--- config.mk ---
export PLATFORM = sky130hd
export DESIGN_NAME = id_ex_operand_stage
export DESIGN_NICKNAME = d
export VERILOG_FILES = /design/src/rtl/id_ex_operand_stage_pkg.sv /design/src/rtl/id_ex_operand_stage_fwd_mux.sv /design/src/rtl/id_ex_operand_stage.sv
export SDC_FILE = /design/constraint.sdc
export NUM_CORES = 1
export LEC_CHECK = 0
export BUFFER_PORTS_ARGS = -buffer_cell sky130_fd_sc_hd__buf_2
export CAP_MARGIN = 40
export CORE_MARGIN = 3
export CORE_UTILIZATION = 35
export CTS_BUF_LIST = sky130_fd_sc_hd__clkbuf_16
export DETAILED_ROUTE_END_ITERATION = 16
export GPL_TIMING_DRIVEN = 1
export PLACE_DENSITY = 0.65
export SLEW_MARGIN = 20
export SYNTH_ARGS = -nofsm -noshare
export SYNTH_HDL_FRONTEND = slang
export SYNTH_SLANG_ARGS = --single-unit
export TNS_END_PERCENT = 100
--- constraint.sdc ---
create_clock -name i_clk -period 13.8 [get_ports i_clk]
set_clock_uncertainty 0.05 [all_clocks]
set_input_delay 1.38 -clock i_clk [delete_from_list [all_inputs] [get_ports i_clk]]
set_output_delay 1.38 -clock i_clk [all_outputs]
set_load 0.02 [all_outputs]
--- src/rtl/id_ex_operand_stage_pkg.sv ---
// Shared types and encodings for the ID/EX operand stage.
// Forwarding source codes, operand selects and the EX control bundle.
package id_ex_operand_stage_pkg;

  localparam logic [1:0] XLEN_32B = 2'd1;
  localparam logic [1:0] XLEN_64B = 2'd2;

  localparam logic [1:0] FWD_SRC_REG = 2'd0;
  localparam logic [1:0] FWD_SRC_EXM = 2'd1;
  localparam logic [1:0] FWD_SRC_MWB = 2'd2;

  localparam logic SRC_A_RS1 = 1'b0;
  localparam logic SRC_A_PC  = 1'b1;
  localparam logic SRC_B_RS2 = 1'b0;
  localparam logic SRC_B_IMM = 1'b1;

  typedef enum logic [2:0] {
    ALU_ADD  = 3'd0,
    ALU_SUB  = 3'd1,
    ALU_AND  = 3'd2,
    ALU_OR   = 3'd3,
    ALU_XOR  = 3'd4,
    ALU_SLT  = 3'd5,
    ALU_SLTU = 3'd6,
    ALU_SHF  = 3'd7
  } alu_ctl_e;

  typedef struct packed {
    logic       valid;
    logic [4:0] rs1;
    logic [4:0] rs2;
    logic [4:0] rd;
    logic       src_a_sel;
    logic       src_b_sel;
    logic [2:0] alu_op;
    logic [1:0] alu_shift;
    logic       reg_write;
    logic       mem_read;
    logic       mem_write;
  } ex_ctrl_t;

  function automatic logic fwd_hit(
    input logic       vld,
    input logic       we,
    input logic [4:0] rd,
    input logic [4:0] rs
  );
    return vld & we & (rd != 5'd0) & (rd == rs);
  endfunction

endpackage

--- src/rtl/id_ex_operand_stage_fwd_mux.sv ---
// Per-operand bypass select: EX/MEM over MEM/WB over register file.
// x0 is never bypassed.
module id_ex_operand_stage_fwd_mux
  import id_ex_operand_stage_pkg::*;
#(
  parameter int W = 32
) (
  input  logic [4:0]   i_rs,
  input  logic [W-1:0] i_rf_data,
  input  logic         i_exm_valid,
  input  logic         i_exm_reg_write,
  input  logic [4:0]   i_exm_rd,
  input  logic [W-1:0] i_exm_data,
  input  logic         i_mwb_valid,
  input  logic         i_mwb_reg_write,
  input  logic [4:0]   i_mwb_rd,
  input  logic [W-1:0] i_mwb_data,
  output logic [W-1:0] o_data,
  output logic [1:0]   o_src
);

  logic exm_hit;
  logic mwb_hit;

  assign exm_hit = fwd_hit(i_exm_valid, i_exm_reg_write,
                           i_exm_rd, i_rs);
  assign mwb_hit = fwd_hit(i_mwb_valid, i_mwb_reg_write,
                           i_mwb_rd, i_rs);

  always_comb begin
    o_data = i_rf_data;
    o_src  = FWD_SRC_REG;
    unique case (1'b1)
      exm_hit: begin
        o_data = i_exm_data;
        o_src  = FWD_SRC_EXM;
      end
      (!exm_hit && mwb_hit): begin
        o_data = i_mwb_data;
        o_src  = FWD_SRC_MWB;
      end
      default: ;
    endcase
  end

endmodule

--- src/rtl/id_ex_operand_stage.sv ---
// ID/EX pipeline register with operand bypass and load-use bubble.
// Drives ALU operands and EX control from registered decode fields.
module id_ex_operand_stage
  import id_ex_operand_stage_pkg::*;
#(
  parameter logic [1:0] XLEN = XLEN_32B,
  localparam int W = 1 << (int'(XLEN) + 4)
) (
  input  logic         i_clk,
  input  logic         i_rst,
  input  logic         i_stall,
  input  logic         i_flush,
  input  logic         i_id_valid,
  input  logic [4:0]   i_id_rs1,
  input  logic [4:0]   i_id_rs2,
  input  logic [4:0]   i_id_rd,
  input  logic [W-1:0] i_id_rs1_data,
  input  logic [W-1:0] i_id_rs2_data,
  input  logic [W-1:0] i_id_imm,
  input  logic [W-1:0] i_id_pc,
  input  logic         i_id_src_a_sel,
  input  logic         i_id_src_b_sel,
  input  logic [2:0]   i_id_alu_op,
  input  logic [1:0]   i_id_alu_shift,
  input  logic         i_id_reg_write,
  input  logic         i_id_mem_read,
  input  logic         i_id_mem_write,
  input  logic         i_exm_valid,
  input  logic         i_exm_reg_write,
  input  logic [4:0]   i_exm_rd,
  input  logic [W-1:0] i_exm_alu_out,
  input  logic         i_mwb_valid,
  input  logic         i_mwb_reg_write,
  input  logic [4:0]   i_mwb_rd,
  input  logic [W-1:0] i_mwb_result,
  output logic [W-1:0] o_op_a,
  output logic [W-1:0] o_op_b,
  output logic [2:0]   o_alu_op,
  output logic [1:0]   o_alu_shift,
  output logic [W-1:0] o_store_data,
  output logic         o_ex_valid,
  output logic         o_ex_reg_write,
  output logic         o_ex_mem_read,
  output logic         o_ex_mem_write,
  output logic [4:0]   o_ex_rd,
  output logic         o_load_use_stall
);

  ex_ctrl_t ctrl_q, ctrl_d, id_ctrl;

  logic [W-1:0] rs1_data_q, rs1_data_d;
  logic [W-1:0] rs2_data_q, rs2_data_d;
  logic [W-1:0] imm_q, imm_d;
  logic [W-1:0] pc_q, pc_d;

  logic [W-1:0] rs1_fwd, rs2_fwd;
  logic [1:0]   rs1_src, rs2_src;
  logic [3:0]   unused_fwd_src;

  logic load_use;
  logic load_bubble;
  logic hold;

  assign id_ctrl = {i_id_valid, i_id_rs1, i_id_rs2, i_id_rd,
                    i_id_src_a_sel, i_id_src_b_sel,
                    i_id_alu_op, i_id_alu_shift,
                    i_id_reg_write, i_id_mem_read,
                    i_id_mem_write};

  // Conservative: rs2 compared even when operand B is the immediate.
  assign load_use = ctrl_q.valid & ctrl_q.mem_read
                  & (ctrl_q.rd != 5'd0) & i_id_valid
                  & ((ctrl_q.rd == i_id_rs1)
                  |  (ctrl_q.rd == i_id_rs2));

  assign load_bubble = i_flush | (!i_stall & load_use);
  assign hold        = !i_flush & i_stall;

  always_comb begin
    ctrl_d     = ctrl_q;
    rs1_data_d = rs1_data_q;
    rs2_data_d = rs2_data_q;
    imm_d      = imm_q;
    pc_d       = pc_q;
    unique case (1'b1)
      load_bubble: begin
        ctrl_d     = '0;
        rs1_data_d = '0;
        rs2_data_d = '0;
        imm_d      = '0;
        pc_d       = '0;
      end
      hold: ;
      default: begin
        ctrl_d     = id_ctrl;
        rs1_data_d = i_id_rs1_data;
        rs2_data_d = i_id_rs2_data;
        imm_d      = i_id_imm;
        pc_d       = i_id_pc;
      end
    endcase
  end

  always_ff @(posedge i_clk or posedge i_rst) begin
    if (i_rst) begin
      ctrl_q     <= '0;
      rs1_data_q <= '0;
      rs2_data_q <= '0;
      imm_q      <= '0;
      pc_q       <= '0;
    end else begin
      ctrl_q     <= ctrl_d;
      rs1_data_q <= rs1_data_d;
      rs2_data_q <= rs2_data_d;
      imm_q      <= imm_d;
      pc_q       <= pc_d;
    end
  end

  id_ex_operand_stage_fwd_mux #(.W(W)) u_fwd_rs1 (
    .i_rs            (ctrl_q.rs1),
    .i_rf_data       (rs1_data_q),
    .i_exm_valid     (i_exm_valid),
    .i_exm_reg_write (i_exm_reg_write),
    .i_exm_rd        (i_exm_rd),
    .i_exm_data      (i_exm_alu_out),
    .i_mwb_valid     (i_mwb_valid),
    .i_mwb_reg_write (i_mwb_reg_write),
    .i_mwb_rd        (i_mwb_rd),
    .i_mwb_data      (i_mwb_result),
    .o_data          (rs1_fwd),
    .o_src           (rs1_src)
  );

  id_ex_operand_stage_fwd_mux #(.W(W)) u_fwd_rs2 (
    .i_rs            (ctrl_q.rs2),
    .i_rf_data       (rs2_data_q),
    .i_exm_valid     (i_exm_valid),
    .i_exm_reg_write (i_exm_reg_write),
    .i_exm_rd        (i_exm_rd),
    .i_exm_data      (i_exm_alu_out),
    .i_mwb_valid     (i_mwb_valid),
    .i_mwb_reg_write (i_mwb_reg_write),
    .i_mwb_rd        (i_mwb_rd),
    .i_mwb_data      (i_mwb_result),
    .o_data          (rs2_fwd),
    .o_src           (rs2_src)
  );

  // Source codes are kept for debug visibility only.
  assign unused_fwd_src = {rs1_src, rs2_src};

  assign o_op_a = !ctrl_q.valid ? '0
                : (ctrl_q.src_a_sel == SRC_A_PC) ? pc_q
                : rs1_fwd;
  assign o_op_b = !ctrl_q.valid ? '0
                : (ctrl_q.src_b_sel == SRC_B_IMM) ? imm_q
                : rs2_fwd;
  assign o_store_data = ctrl_q.valid ? rs2_fwd : '0;

  assign o_alu_op         = ctrl_q.alu_op;
  assign o_alu_shift      = ctrl_q.alu_shift;
  assign o_ex_valid       = ctrl_q.valid;
  assign o_ex_reg_write   = ctrl_q.reg_write;
  assign o_ex_mem_read    = ctrl_q.mem_read;
  assign o_ex_mem_write   = ctrl_q.mem_write;
  assign o_ex_rd          = ctrl_q.rd;
  assign o_load_use_stall = load_use;

endmodule

==> summary.txt <==
CTS
  – Clock Pin Slew Worst Setup and Hold Paths: 70 ps
  – Clock sinks: 154
  – Clk Tree Root Cell: clkbuf_16
  – Post-CTS Setup Bufs: 0
  – Hold_buf cts: 0
  – CTS tree: yes
  – Clock Tree Buf Depth: 2
  – CTS Buf Count: 17
  – Latest clock arrival within the worst-skew pair: approximately 420 ps
  – CTS resizes: 0
  – Htree depth: 4

Detailed routing
  – Via count: 9364
  – 1st-iter DRT viols: around 850
  – Post-DRT Antenna Nets: 0
  – Post-Route WL: around 36 mm
  – Vias per cell: 5.82
  – Drt drc: 0
  – Wirelength per Cell: 22.4 µm
  – DRT Pass-1 Iters: 5

Synth
  – Main flop type after synthesis: dfrtp_1
  – Number of flops mapped to enable cells by yosys: 0
  – Most frequent cell after synthesis: nand2_1
  – Largest cells by area after synthesis: dfrtp_1, nand2_1, mux2i_1
  – Post-synth ARST share: 100%
  – Post-Synthesis Cell Area: around 9000 µm²
  – Synth warn: 0
  – Post-synth top area share: 43.0%
  – Syn Nets: 1236
  – Part of the Yosys area used for sequential elements: between 40% and 50%
  – Yosys cell types: 33
  – Register bit count reported by yosys: 154
  – Synth top cells by count: nand2_1, dfrtp_1, clkbuf_1, o22ai_1
  – Synth Instances: 1000
  – Synth Area per Inst: about 9.0 µm²
  – Cell taking the most area after synthesis: dfrtp_1

Global route
  – Initial antenna violation count: 8
  – Overflow after GRT: 0
  – GRT Total Usage: 25.0%
  – Vias in the first global route: 9500
  – First-pass GRT wire length: 54.9 mm
  – Largest net degree at the start of global routing: 97

Pwr
  – Switching share of power: between 30% and 40%
  – Clock network fraction of total power: 40.1%
  – Comb pwr share: between 10% and 20%
  – Reg power frac: 43.9%
  – Net switching power: 343 µW
  – VDD IR-drop max: roughly 65 µV
  – Power Density: 98.4 nW/µm²
  – Internal Pwr Total: 788 µW
  – Lkg Pwr: a little over 0.005 µW

Run status
  – Outcome: finished clean

Floorplanning
  – Placeable Area: 24700 µm²
  – Initial core utilization: between 30% and 40%
  – Chip width: 166 µm
  – Std-Cell Rows: 57
  – Die area: around 28000 µm²
  – Ports: 347
  – Die Y: approximately 170 µm

STA
  – FMAX: 205 MHz
  – Worst-Margin Slew: 860 ps
  – Fin. Hold Viols: 0
  – Final worst-path cycle share: 35.3%
  – Relative slew slack: 42.7%
  – Final worst path period need: roughly 4900 ps
  – Unrepaired setup endpoints after global routing: no
  – Total negative slack: 0 ps
  – Slew Limit Fails: 0
  – Hold WS: 443 ps
  – # setup viols final: 0
  – PnR worst setup slack: 8920 ps

Place
  – Final HPWL DP: 24.3 mm
  – Placed Area: 10800 µm²
  – Global placer's final weighted congestion: 0.924
  – Port Buf Inserts: ~350
  – Place WS: 8910 ps

Finish
  – Final core occ: about 46%
  – Area Overhead vs Synth: 28.3%
  – Final instance area: 11500 µm²
  – Layout net count: 1505
  – Share of cells above drive strength 1: 32.8%

Worst setup path
  – WP data required: 12370 ps
  – R2R setup slack: 10470 ps
  – Worst reg2reg startpoint: o_ex_valid
  – Worst-path fanout max: 32
  – Setup CP Type: input port to output pin
  – Crit path capture type: output pin
  – R2R depth: 8
  – Setup crit start kind: input port
  – Crit Reg-Reg Endpoint: pc_q[18]
  – WP data arrival: about 3500 ps

Hold path
  – WHS Endpoint: rs1_data_q[23]
  – Hold/Removal Path Class: register to register
  – Hold depth: 1
  – Worst min-delay path startpoint: rs1_data_q[23]

Run
  – Number of max-cap violations: 0
==> cell families (layout without fill, tap and decap cells) <==
kind of cell    count (synthesis)  in the layout  share of synthesized area (%)
flops                         154            154                           43.0
mux                            64             64                           7.15
other cells                     0              4                              0
buf+inv                       156            438                           7.40
compound gates                285            285                           23.5
xor+xnor                       30             30                           2.93
simple gates                  311            311                           16.0
==> per-stage QoR <==
stage / power (µW) / cells
after floorplan: 599 / 1000
after global placement: 675 / 1566
after detailed placement: 682 / 1569
after CTS: 1140 / 1601
after global routing: 1180 / 1608
final: 1130 / 1610
==> final cells by class <==
cell class | count | area, µm²
sequential | 154 | 3860
tap | 324 | 405
clock buffer | 17 | 425
clock inverter | 15 | 130
timing repair buffer | 367 | 2030
antenna | 4 | 10.0
inverter | 39 | 153
multi-input combinational | 690 | 4480
fill | 2486 | 13300
==> placed cells by master, fill, tap and decap left out, types with 2 or more instances in the layout <==
cell type and n:
a21oi_1 33, a32o_1 58, buf_12 3, buf_16 5, buf_2 344, buf_4 15
clkbuf_16 17, clkinv_2 3, clkinv_4 2, dfrtp_1 152, diode_2 4, inv_1 37
inv_6 8, inv_8 3, mux2i_1 64, nand2_1 216, nand2_2 2, nand3_1 37
nand3b_1 31, nor2_1 2, nor2b_1 2, nor3_1 4, nor4_1 2, nor4_4 2
o21ai_0 32, o221ai_1 64, o22ai_1 91, o41ai_1 5, or3b_2 6, xnor2_1 16
xor2_1 14
==> how the worst max path moves through the flow <==
| stage | startpoint | end | slack (ps) | cells after the start |
|---|---|---|---|---|
| 3_3_place_gp | i_mwb_rd[0] | o_op_b[22] | 8940 | 8 |
| 4_1_cts | o_ex_valid | o_op_b[2] | 8900 | 5 |
| 6_report | i_mwb_rd[0] | o_store_data[4] | 8920 | 8 |
| 3_5_place_dp | i_mwb_rd[0] | o_op_b[22] | 8910 | 8 |
| 2_1_floorplan | i_rst | ctrl_q[15] | 8220 | 1 |
| 5_1_grt | i_mwb_rd[1] | o_op_b[22] | 8830 | 8 |
==> critical path, stage by stage <==
cell	delay (ps)
buf_2	120
or4_4	540
o211ai_4	240
nor4_4	70
buf_4	350
mux2i_1	220
a21oi_1	300
buf_2	220
==> per-layer routing <==
metal  global-route usage (%)  vias up  share of wire, %
met4                     8.75        8               2.7
li1                         -     4222                 -
met3                     6.02       65               7.3
met1                     31.6     4616                41
met2                     42.1      453                49
met5                        0        -              0.14
==> sequential cells by signal, summed over array words and instances, names as in the netlist, 2 cells and up <==
| register | count |
|---|---|
| o_alu_op | 3 |
| pc_q | 32 |
| rs1_data_q | 32 |
| ctrl_q | 12 |
| imm_q | 32 |
| o_alu_shift | 2 |
| rs2_data_q | 32 |
| o_ex_rd | 5 |
==> power by group through the flow <==
| stage | Clock, µW | Combinational (µW) | Sequential, µW |
|---|---|---|---|
| floorplan | 0 | 102 | 497 |
| finish | 453 | 181 | 496 |
| CTS | 463 | 178 | 495 |
| global placement | 0 | 172 | 503 |
| detailed placement | 0 | 178 | 504 |
| global route | 481 | 198 | 499 |
Power figures use the tool's default switching activity.
